--- src/rtl/bit_serial_logic_unit.sv ---
// bit_serial_logic_unit
//   Bit-serial bitwise logic unit. One operand pair and an opcode are taken
//   over a valid/ready handshake. The selected operation is then evaluated one
//   bit per clock, LSB first, through a single one-bit gate slice. The WIDTH-bit
//   result is returned over a second valid/ready handshake. The opcode encoding
//   matches the parallel gate set: 0 NOT, 1 AND, 2 OR, 3 NAND, 4 NOR, 5 XOR,
//   6 XNOR, 7 invalid (completes at once with err set and out = 0).
//
// Ports
//   clk        rising-edge clock
//   rst        asynchronous, active-high reset
//   in_valid   operand/opcode offer
//   in_ready   unit can accept (IDLE and rst low)
//   op         opcode (3 bits)
//   in1, in2   operands A and B (in2 ignored for NOT)
//   out_valid  result available (DONE)
//   out_ready  consumer accepts result
//   out        result register
//   err        result belongs to an invalid opcode, qualified by out_valid
//   busy       unit is not idle
module bit_serial_logic_unit #(
  parameter int WIDTH = 4
) (
  input  logic             clk,
  input  logic             rst,
  input  logic             in_valid,
  output logic             in_ready,
  input  logic [2:0]       op,
  input  logic [WIDTH-1:0] in1,
  input  logic [WIDTH-1:0] in2,
  output logic             out_valid,
  input  logic             out_ready,
  output logic [WIDTH-1:0] out,
  output logic             err,
  output logic             busy
);

  if (WIDTH < 2 || WIDTH > 32) begin : g_width_check
    $error("bit_serial_logic_unit: WIDTH must be in the range 2..32");
  end

  localparam int CNT_W = (WIDTH > 1) ? $clog2(WIDTH) : 1;
  localparam logic [CNT_W-1:0] LAST_BIT = CNT_W'(WIDTH - 1);

  typedef enum logic [1:0] {
    IDLE = 2'd0,
    RUN  = 2'd1,
    DONE = 2'd2
  } state_t;

  state_t           state_q, state_d;
  logic [CNT_W-1:0] cnt_q, cnt_d;
  logic [WIDTH-1:0] out_q, out_d;
  logic             err_q, err_d;
  logic [WIDTH-1:0] a_q, b_q;
  logic [2:0]       op_q;
  logic             load;

  // The single shared one-bit gate slice.
  function automatic logic gate_slice(input logic [2:0] f, input logic a, input logic b);
    logic r;
    case (f)
      3'd0:    r = ~a;
      3'd1:    r = a & b;
      3'd2:    r = a | b;
      3'd3:    r = ~(a & b);
      3'd4:    r = ~(a | b);
      3'd5:    r = a ^ b;
      3'd6:    r = ~(a ^ b);
      default: r = 1'b0;
    endcase
    return r;
  endfunction

  always_comb begin
    state_d = state_q;
    cnt_d   = cnt_q;
    out_d   = out_q;
    err_d   = err_q;
    load    = 1'b0;
    case (state_q)
      IDLE: begin
        if (in_valid) begin
          load  = 1'b1;
          out_d = '0;
          cnt_d = '0;
          if (op == 3'd7) begin
            err_d   = 1'b1;
            state_d = DONE;
          end else begin
            err_d   = 1'b0;
            state_d = RUN;
          end
        end
      end
      RUN: begin
        out_d[cnt_q] = gate_slice(op_q, a_q[cnt_q], b_q[cnt_q]);
        // The counter parks on the last bit instead of wrapping.
        if (cnt_q == LAST_BIT) begin
          state_d = DONE;
        end else begin
          cnt_d = cnt_q + 1'b1;
        end
      end
      DONE: begin
        if (out_ready) begin
          state_d = IDLE;
        end
      end
      default: state_d = IDLE;
    endcase
  end

  always_ff @(posedge clk or posedge rst) begin
    if (rst) begin
      state_q <= IDLE;
      cnt_q   <= '0;
      out_q   <= '0;
      err_q   <= 1'b0;
    end else begin
      state_q <= state_d;
      cnt_q   <= cnt_d;
      out_q   <= out_d;
      err_q   <= err_d;
    end
  end

  // Operand latches carry no reset: they are only read after a fresh load.
  always_ff @(posedge clk) begin
    if (load) begin
      a_q  <= in1;
      b_q  <= in2;
      op_q <= op;
    end
  end

  assign in_ready  = (state_q == IDLE) && !rst;
  assign out_valid = (state_q == DONE);
  assign busy      = (state_q != IDLE);
  assign out       = out_q;
  assign err       = err_q;

endmodule

--- config.mk ---
export PLATFORM = sky130hd
export DESIGN_NAME = bit_serial_logic_unit
export DESIGN_NICKNAME = d
export VERILOG_FILES = /design/src/rtl/bit_serial_logic_unit.sv
export SDC_FILE = /design/constraint.sdc
export NUM_CORES = 1
export LEC_CHECK = 0
export ABC_AREA = 1
export BUFFER_PORTS_ARGS = -buffer_cell sky130_fd_sc_hd__buf_2
export CORE_MARGIN = 3
export CORE_UTILIZATION = 46
export CTS_CLUSTER_SIZE = 28
export DETAILED_ROUTE_END_ITERATION = 7
export PLACE_DENSITY = 0.82
export SLEW_MARGIN = 20
export SYNTH_ARGS = -nofsm -noshare
export SYNTH_HDL_FRONTEND = slang
export SYNTH_SLANG_ARGS = --single-unit
--- constraint.sdc ---
create_clock -name clk -period 1.6 [get_ports clk]
set_clock_uncertainty 0.05 [all_clocks]
set_input_delay 0.16 -clock clk [delete_from_list [all_inputs] [get_ports clk]]
set_output_delay 0.16 -clock clk [all_outputs]
set_load 0.02 [all_outputs]
==> impl_metrics.py <==
metrics = {
    "placed_design": {
        "dp_hpwl_um": 1530,
        "gp_congestion": 0.740,
        "placed_cells": 162,
        "io_buffer_count": 22,
    },
    "drt": {
        "dr.pass1.iters": 4,
        "drt_iter0_markers": 8,
        "wire_per_inst_um": 12.8,
        "via_count": 856,
        "ant_nets": 0,
        "viasPerCell": 4.81,
        "drc": 0,
        "wl_um": 2270,
    },
    "worst_setup_path": {
        "r2r_cells": 12,
        "cpMaxStageDelayCell": "dfrtp_2",
        "critPathKind": "reg -> reg",
        "cp-start-kind": "register",
        "reg2reg_to": "out[2]",
        "crit_start": "cnt_q[0]",
        "path_cells": "buf_6 > nand2_1 > nand3_2 > nand2_4 > ha_4 > inv_1 > o21ai_0 > nand2_1 > nand2_2 > nand3_4 > nand2_1 > nand2_1",
        "timing.critical_path.mode_cell": "nand2_1",
        "cp.required_ns": 1.75,
        "crit_fanout": 6,
        "cp-end-kind": "register",
        "r2r_slack_ns": -0.14,
        "rr_startpoint": "cnt_q[0]",
        "slowest_delay_ns": 0.48,
        "cp.arrival_ns": 1.90,
    },
    "cells_and_area": {
        "drive_gt1_share_pct": 39.1,
        "area.sequential_um2": 557,
        "fin_util_pct": 71.1,
        "diodes": 0,
        "layout.cells.most_common": "nand2_1",
        "nNetsFinal": 173,
        "final_cell_mix": "nand2_1, buf_2, inv_1",
        "nFillCells": 145,
        "multi_input_area_um2": 442,
        "stdcell_count": 178,
        "syn2layout_area_growth_pct": 42.1,
    },
    "sta": {
        "hold_viol": 0,
        "fmax_ghz": 0.574,
        "setup_violations": 4,
        "finalWorstSetupSlack_ns": -0.142,
        "hold_slack_ns": 0.00157,
        "grt_setup_unrepaired": "yes",
        "layout_min_cycle_time_ns": 1.74,
        "max_slew_margin_pct": 74.1,
        "worstMarginPinSlew_ns": 0.388,
        "slew_violations": 0,
        "finalCritPeriodShare_pct": 109,
    },
    "hold_path": {
        "hold_end": "op_q[0]",
        "min_path_type": "in -> reg",
        "holdPathStages": 1,
        "min_from": "op[0]",
    },
    "yosys": {
        "yosysWarningCount": 0,
        "syn_area_per_cell_um2": 9.54,
        "ys_ff_latch": 20,
        "syn_inst": 105,
        "syn_nets": 126,
        "yosys.cell_types.count": 19,
        "seq_area_frac_synth_pct": 55.4,
        "synth_area_um2": 1000,
    },
    "flow_run": {
        "cap_violations": 0,
    },
    "global_routing": {
        "antenna_found_initial": 0,
        "overflow": 0,
        "grt_pass1_vias": 880,
        "grt_start_max_net_pins": 12,
        "grt_pass1_wl_um": 3730,
        "track_usage_pct": 19.3,
    },
    "clocking": {
        "cts-root-buf": "clkbuf_4",
        "clock_latency_ns": 0.30,
        "clk_path_buf_depth": 2,
        "cts_sinks": 20,
        "cts-buffers-inserted": 3,
        "path_clk_slew_ns": 0.12,
        "cts_tree": "done",
        "h-tree-depth": 1,
    },
    "floorplan": {
        "rows": 16,
        "die_area_um2": 2770,
        "fp.dieW_um": 52.7,
        "core_um2": 2000,
        "io_pins": 23,
        "start_util_pct": 50.1,
        "dieHeight_um": 52.7,
    },
    "power": {
        "power.total_w": 0.00231,
        "irDropWorstVdd_mv": 1.13,
        "leakage_nw": 0.714,
        "p_per_area_nw_per_um2": 1620,
    },
    "run_status": {
        "outcome": "finished with violations",
        "violations": "setup timing",
    },
}
## layer usage
metal | vias to the layer above | global-route usage, % | wire length, µm
li1 | 428 | - | -
met1 | 404 | 18.7 | 826
met2 | 18 | 38.4 | 1330
met3 | 6 | 3.70 | 67
met4 | 0 | 7.66 | 47
met5 | - | 0 | 0
## synthesized netlist by cell type
library cell   n  share of area [%]
nand2_1       28                 10
inv_1         17                6.4
edfxtp_1      11                 33
dfrtp_1        9                 22
nand3_1        8                4.0
ha_1           6                7.5
o21ai_0        5                2.5
nand2_2        3                1.9
nand3_2        3                3.0
nor2_1         3                1.1
a21oi_1        2                1.0
inv_2          2               0.75
nor3_1         2                1.0
a22oi_1        1               0.75
a32oi_1        1               0.87
nand2_4        1                1.1
nor2_2         1               0.62
nor2_4         1                1.1
o21ai_1        1               0.50
## stage by stage
| step | setup TNS (ns) | area (µm²) | setup WS, ns |
|---|---|---|---|
| after CTS | -0.420 | 1390 | -0.111 |
| after global routing | -0.879 | 1420 | -0.228 |
| final | -0.527 | 1420 | -0.142 |
| after floorplan | -0.249 | 1000 | -0.0624 |
| after global placement | -0.244 | 1210 | -0.0623 |
| after detailed placement | -0.838 | 1210 | -0.213 |
## what timing repair did
item | CTS | global route
gates resized for setup | 8 | 10
hold buffers | 11 | 0
endpoints found under the setup margin | 4 | 4
setup buffers | 1 | 0
pin swaps | 7 | 7
endpoints found under the hold margin | 19 | 0
## sequential cells by signal (all words and copies together), names as in the netlist
register,count
a_q,4
b_q,4
out,4
op_q,3
cnt_q,2
state_q,2
err,1
## power breakdown
part	leakage, nW	internal [W]	total [W]	switching (W)
logic	0.479	0.000517	0.00124	0.000726
clock network	0.0150	0.0000972	0.000257	0.000160
registers	0.220	0.000701	0.000810	0.000109
## worst max path at each step
stage | end | slack, ns
6_report | out[2] | -0.14
5_1_grt | out[2] | -0.23
4_1_cts | out[3] | -0.11
3_5_place_dp | out[0] | -0.21
3_3_place_gp | out[1] | -0.06
2_1_floorplan | out[0] | -0.06
## area by class of cell
class	count	share of cell area, %
sequential	20	39.1
multi-input combinational	66	31.0
timing repair buffer	42	20.5
inverter	19	5.18
tap	27	2.37
clock buffer	4	1.85
## worst max-delay path, delay by kind of cell (launching register included)
family | cells | cell delay [ns]
compound gates | 1 | 0.14
fa+ha+maj | 1 | 0.13
buf+inv | 2 | 0.20
flops | 1 | 0.48
simple gates | 8 | 0.64
## cell families after synthesis
kind of cell	Yosys count	share of synthesized area, %
AND/OR/NAND/NOR	50	24.3
flip-flops	20	55.4
buffers and inverters	19	7.12
AO/OA/AOI/OAI	10	5.62
adder cells (fa/ha/maj)	6	7.49
Note: power is estimated with default switching activity, not from simulation.
